===== config.mk =====
export PLATFORM = sky130hd
export DESIGN_NAME = tube_host_regif
export DESIGN_NICKNAME = d
export VERILOG_FILES = /design/src/rtl/tube_pkg.sv /design/src/rtl/tube_access_detect.sv /design/src/rtl/tube_host_regif.sv
export SDC_FILE = /design/constraint.sdc
export NUM_CORES = 1
export LEC_CHECK = 0
export CELL_PAD_IN_SITES_DETAIL_PLACEMENT = 1
export CELL_PAD_IN_SITES_GLOBAL_PLACEMENT = 2
export CORE_MARGIN = 10
export CORE_UTILIZATION = 22
export DETAILED_ROUTE_END_ITERATION = 10
export GPL_TIMING_DRIVEN = 0
export PLACE_DENSITY_LB_ADDON = 0.1
export SYNTH_ARGS = -nofsm -noshare
export SYNTH_HDL_FRONTEND = slang
export SYNTH_SLANG_ARGS = --single-unit

===== constraint.sdc =====
create_clock -name h_phi2 -period 1.6 [get_ports h_phi2]
set_clock_uncertainty 0.05 [all_clocks]
set_input_delay 0.24 -clock h_phi2 [delete_from_list [all_inputs] [get_ports h_phi2]]
set_output_delay 0.24 -clock h_phi2 [all_outputs]
set_load 0.02 [all_outputs]

===== src/rtl/tube_pkg.sv =====
// Shared constants for the Tube host-side register interface: register
// indices, status byte layout and control flag positions.
package tube_pkg;

    localparam int NUM_REGS = 4;
    localparam int FLAG_W   = 6;

    localparam logic [1:0] REG_R1 = 2'd0;
    localparam logic [1:0] REG_R2 = 2'd1;
    localparam logic [1:0] REG_R3 = 2'd2;
    localparam logic [1:0] REG_R4 = 2'd3;

    // Status byte: N = data available (host side), F = room in host-to-parasite FIFO
    localparam int STAT_N_BIT = 7;
    localparam int STAT_F_BIT = 6;

    localparam int FLAG_I = 0;
    localparam int FLAG_J = 1;

    // R4 data drives IRQ, R3 data drives NMI
    localparam int IRQ_REG = 3;
    localparam int NMI_REG = 2;

    localparam logic [2:0] ADDR_CTRL = 3'b000;

endpackage


===== src/rtl/tube_access_detect.sv =====
// Detects the start of a host access: first low cycle of h_cs_b after a high
// cycle. The history flop resets low so an access spanning reset is ignored.
module tube_access_detect (
    input  logic clk_i,
    input  logic rst_i,
    input  logic cs_b_i,
    output logic start_o
);

    logic cs_b_q;

    always_ff @(posedge clk_i) begin
        if (rst_i) cs_b_q <= 1'b0;
        else       cs_b_q <= cs_b_i;
    end

    assign start_o = cs_b_q & ~cs_b_i & ~rst_i;

endmodule


===== src/rtl/tube_host_regif.sv =====
// Host-side register interface of the Tube: decodes host accesses into FIFO
// select/read/write strobes, serves status bytes and owns the control flags.
module tube_host_regif
    import tube_pkg::*;
#(
    parameter logic [FLAG_W-1:0] CTRL_RESET = 6'b000000
) (
    input  logic                h_phi2,
    input  logic                h_rst,
    input  logic                h_cs_b,
    input  logic                h_rdnw,
    input  logic [2:0]          h_addr,
    input  logic [7:0]          h_din,
    output logic [7:0]          h_dout,
    output logic [NUM_REGS-1:0] h_selectData,
    output logic                h_rd,
    output logic                h_we,
    input  logic [7:0]          ph_data,
    input  logic [NUM_REGS-1:0] ph_data_available,
    input  logic [NUM_REGS-1:0] hp_full,
    output logic [FLAG_W-1:0]   ctrl_flags,
    output logic                h_irq_b,
    output logic                h_nmi_b
);

    logic              start;
    logic              rd_start, wr_start;
    logic [1:0]        reg_n;
    logic              is_data;
    logic [7:0]        stat_byte;
    logic [7:0]        dout_q, dout_d;
    logic [FLAG_W-1:0] ctrl_q, ctrl_d;
    logic              irq_b_q, nmi_b_q;
    logic              unused_din6;

    tube_access_detect u_detect (
        .clk_i   (h_phi2),
        .rst_i   (h_rst),
        .cs_b_i  (h_cs_b),
        .start_o (start)
    );

    assign reg_n       = h_addr[2:1];
    assign is_data     = h_addr[0];
    assign rd_start    = start &  h_rdnw;
    assign wr_start    = start & ~h_rdnw;
    assign unused_din6 = h_din[6];

    always_comb begin
        h_selectData = '0;
        if (!h_cs_b) h_selectData[reg_n] = 1'b1;
    end

    // Strobes are combinational so the FIFOs see them in the access-start cycle
    assign h_rd = rd_start &  is_data;
    assign h_we = wr_start &  is_data;

    always_comb begin
        stat_byte             = 8'hFF;
        stat_byte[STAT_N_BIT] = ph_data_available[reg_n];
        stat_byte[STAT_F_BIT] = ~hp_full[reg_n];
        if (reg_n == REG_R1) stat_byte[FLAG_W-1:0] = ctrl_q;
    end

    always_comb begin
        dout_d = dout_q;
        if (rd_start) dout_d = is_data ? ph_data : stat_byte;
    end

    // h_din[7] selects set vs clear; h_din[5:0] is the bit mask
    always_comb begin
        ctrl_d = ctrl_q;
        if (wr_start && h_addr == ADDR_CTRL) begin
            if (h_din[7]) ctrl_d = ctrl_q |  h_din[FLAG_W-1:0];
            else          ctrl_d = ctrl_q & ~h_din[FLAG_W-1:0];
        end
    end

    always_ff @(posedge h_phi2) begin
        if (h_rst) begin
            dout_q  <= 8'h00;
            ctrl_q  <= CTRL_RESET;
            irq_b_q <= 1'b1;
            nmi_b_q <= 1'b1;
        end else begin
            dout_q  <= dout_d;
            ctrl_q  <= ctrl_d;
            irq_b_q <= ~(ctrl_q[FLAG_I] & ph_data_available[IRQ_REG]);
            nmi_b_q <= ~(ctrl_q[FLAG_J] & ph_data_available[NMI_REG]);
        end
    end

    assign h_dout     = dout_q;
    assign ctrl_flags = ctrl_q;
    assign h_irq_b    = irq_b_q;
    assign h_nmi_b    = nmi_b_q;

endmodule


==> impl_metrics.tcl <==
set metrics [dict create \
    grt_pass1_vias 923 \
    diodes 0 \
    leakagePower_nw 0.6450 \
    clock_path_buffers 2 \
    rows 23 \
    min_from "h_dout[5]$_SDFFE_PP0P_" \
    rr_startpoint "u_detect.cs_b_q$_SDFF_PP0_" \
    hold_path_class "reg -> reg" \
    dieArea_um2 6987 \
    timing.setup.tns_ns 0 \
    synth.largest_area_cell "dfxtp_1" \
    crit_type "in -> out" \
    yosysWarnings 0 \
    irDropWorstVdd_v 0.0003343 \
    clk_latency_ns 0.25 \
    clockPowerShare 0.350 \
    p_sw_uw 234.0 \
    synth_area_leaders "dfxtp_1, o221ai_2, mux2i_1" \
    finalSetupViolations 0 \
    clkSinkCount 17 \
    p_comb_frac 0.189 \
    slew_viol_final 0 \
    grt_pass1_wl_um 5237 \
    fin_crit_ns 1.532 \
    start_util 0.2256 \
    avgSynthCellArea_um2 10.23 \
    worstRegToRegCells 4 \
    fin_util 0.3821 \
    ant_nets 0 \
    whs_ns 0.4017 \
    final_cells 193 \
    synthFlopType "dfxtp_1" \
    end_kind "output pin" \
    postSynth.asyncResetShare 0 \
    globalRouteMet3Util 0.03613 \
    yosysTopAreaCellShare 0.3826 \
    whs_endpoint "h_dout[5]$_SDFFE_PP0P_" \
    cts_max_level 1 \
    layout_common_cells "clkdlybuf4s50_1, dfxtp_1, mux2i_1" \
    dp_cells 188 \
    p_int_uw 701.6 \
    seq_area_frac_synth 0.3826 \
    finalHoldViolCount 0 \
    timing.fmax_mhz 652.9 \
    cts-root-buf "clkbuf_8" \
    p_per_area_nw_per_um2 621.1 \
    crit_path_start_kind "input port" \
    grt_overflow 0 \
    gr-usage-all-layers 0.09290 \
    syn-num-nets 118 \
    vias 886 \
    synth_cell_types 30 \
    max_slew.worst_pin.slew_ns 0.5446 \
    grtUsageMet1 0.1054 \
    io_buffers 51 \
    busiest_layer "met2" \
    grt_use_met2 0.1582 \
    cts_tree "built" \
    max_cap_viol_count 0 \
    pwr-share-seq 0.461 \
    rsz0062_at_grt "true" \
    synth_edf_count 0 \
    numCtsBuffers 3 \
    dr.pass1.iters 4 \
    synthCells 87 \
    antenna_found_initial 0 \
    die_x_um 83.59 \
    clk_pin_slew_worst_paths_ns 0.07 \
    slew_headroom 0.6369 \
    wire_per_inst_um 16.79 \
    p_sw_frac 0.2501 \
    ctsHoldBuffers 0 \
    gp_congestion 0.6788 \
    wl_um 3240 \
    fin_nets 175 \
    areaGrowthSynthToFinish_pct 69.34 \
    layout.cells.most_common "clkdlybuf4s50_1" \
    synth_seq_cells 17 \
    reg2reg_slack_ns 0.41 \
    hold_depth 2 \
    drive_above_1_share 0.2028 \
    ioPinCount 53 \
    drt_iter0_drc 27 \
    drc 0 \
    hpwlAfterDp_um 2564 \
    die_h_um 83.59 \
    worstPathArrival_ns 1.24 \
    worst-endpoint-required_ns 1.31 \
    outcome "finished clean" \
    post-route-period-util 0.9572 \
    synth_area_um2 889.6 \
    core_area_um2 3943 \
    crit_fanout 10 \
    grt_max_degree 11 \
    viasPerCell 4.591 \
]
-- worst max-delay path: stages --
cell	delay (ns)
clkdlybuf4s50_1	0.49
buf_6	0.16
nor3b_2	0.16
buf_2	0.19
-- per-stage QoR --
step	cell area (um^2)	power [mW]	setup WS (ns)
final	1506	0.9356	0.06844
after global placement	1463	0.6230	-0.8177
after CTS	1498	0.9482	0.009932
after global routing	1506	0.9841	-0.007552
after floorplan	889.6	0.5072	0.3373
after detailed placement	1463	0.6253	-0.8623
-- cell usage after synthesis (all sizes together), types with 2 or more instances --
master / number
o221ai: 6
nand2: 6
a21oi: 6
o22ai: 2
nor3b: 2
nand2b: 7
nor2b: 2
mux2i: 8
o31ai: 2
dfxtp: 17
nor3: 2
buf: 4
nand3b: 4
nand3: 6
-- area by class of cell --
cell class	count	area, um^2
Sequential cell	17	340.3
Clock buffer	3	41.29
Multi-Input combinational cell	64	519.2
Fill cell	465	2436
Clock inverter	1	5.005
Inverter	1	3.754
Buffer	5	45.04
Tap cell	50	62.56
Timing Repair Buffer	52	489.2
-- how the worst max path moves through the flow --
stage	startpoint	to
detailed placement	h_cs_b	h_we
CTS	h_addr[2]	h_selectData[0]
floorplan	h_addr[2]	h_selectData[2]
global route	h_cs_b	h_rd
finish	h_addr[2]	h_selectData[2]
global placement	h_cs_b	h_we
-- cells by family (layout without fill, tap and decap cells) --
| kind of cell | Yosys count | in the layout | share of synthesized area |
|---|---|---|---|
| compound gates | 18 | 18 | 0.1814 |
| buf+inv | 6 | 62 | 0.04500 |
| flops | 17 | 17 | 0.3826 |
| mux | 9 | 9 | 0.1027 |
| simple gates | 37 | 37 | 0.2883 |
-- metal layers --
layer,share of wire,wire length (um)
met1,0.44,1416
met4,0.0099,32
met5,0,0
met3,0.060,194
met2,0.49,1595
-- repair_timing --
action / in CTS / in global routing
gates resized for setup: 37 / 6
pin swaps: 1 / 0
endpoints found under the setup margin: 8 / 6
buffers inserted: 1 / 0
-- power by group through the flow --
stage / Clock [mW] / Sequential (mW) / Combinational, mW
floorplan: 0 / 0.446 / 0.0613
global placement: 0 / 0.441 / 0.182
detailed placement: 0 / 0.441 / 0.184
CTS: 0.337 / 0.431 / 0.180
global route: 0.361 / 0.432 / 0.191
finish: 0.328 / 0.431 / 0.177
No activity file was read; power rests on OpenSTA's default activity.
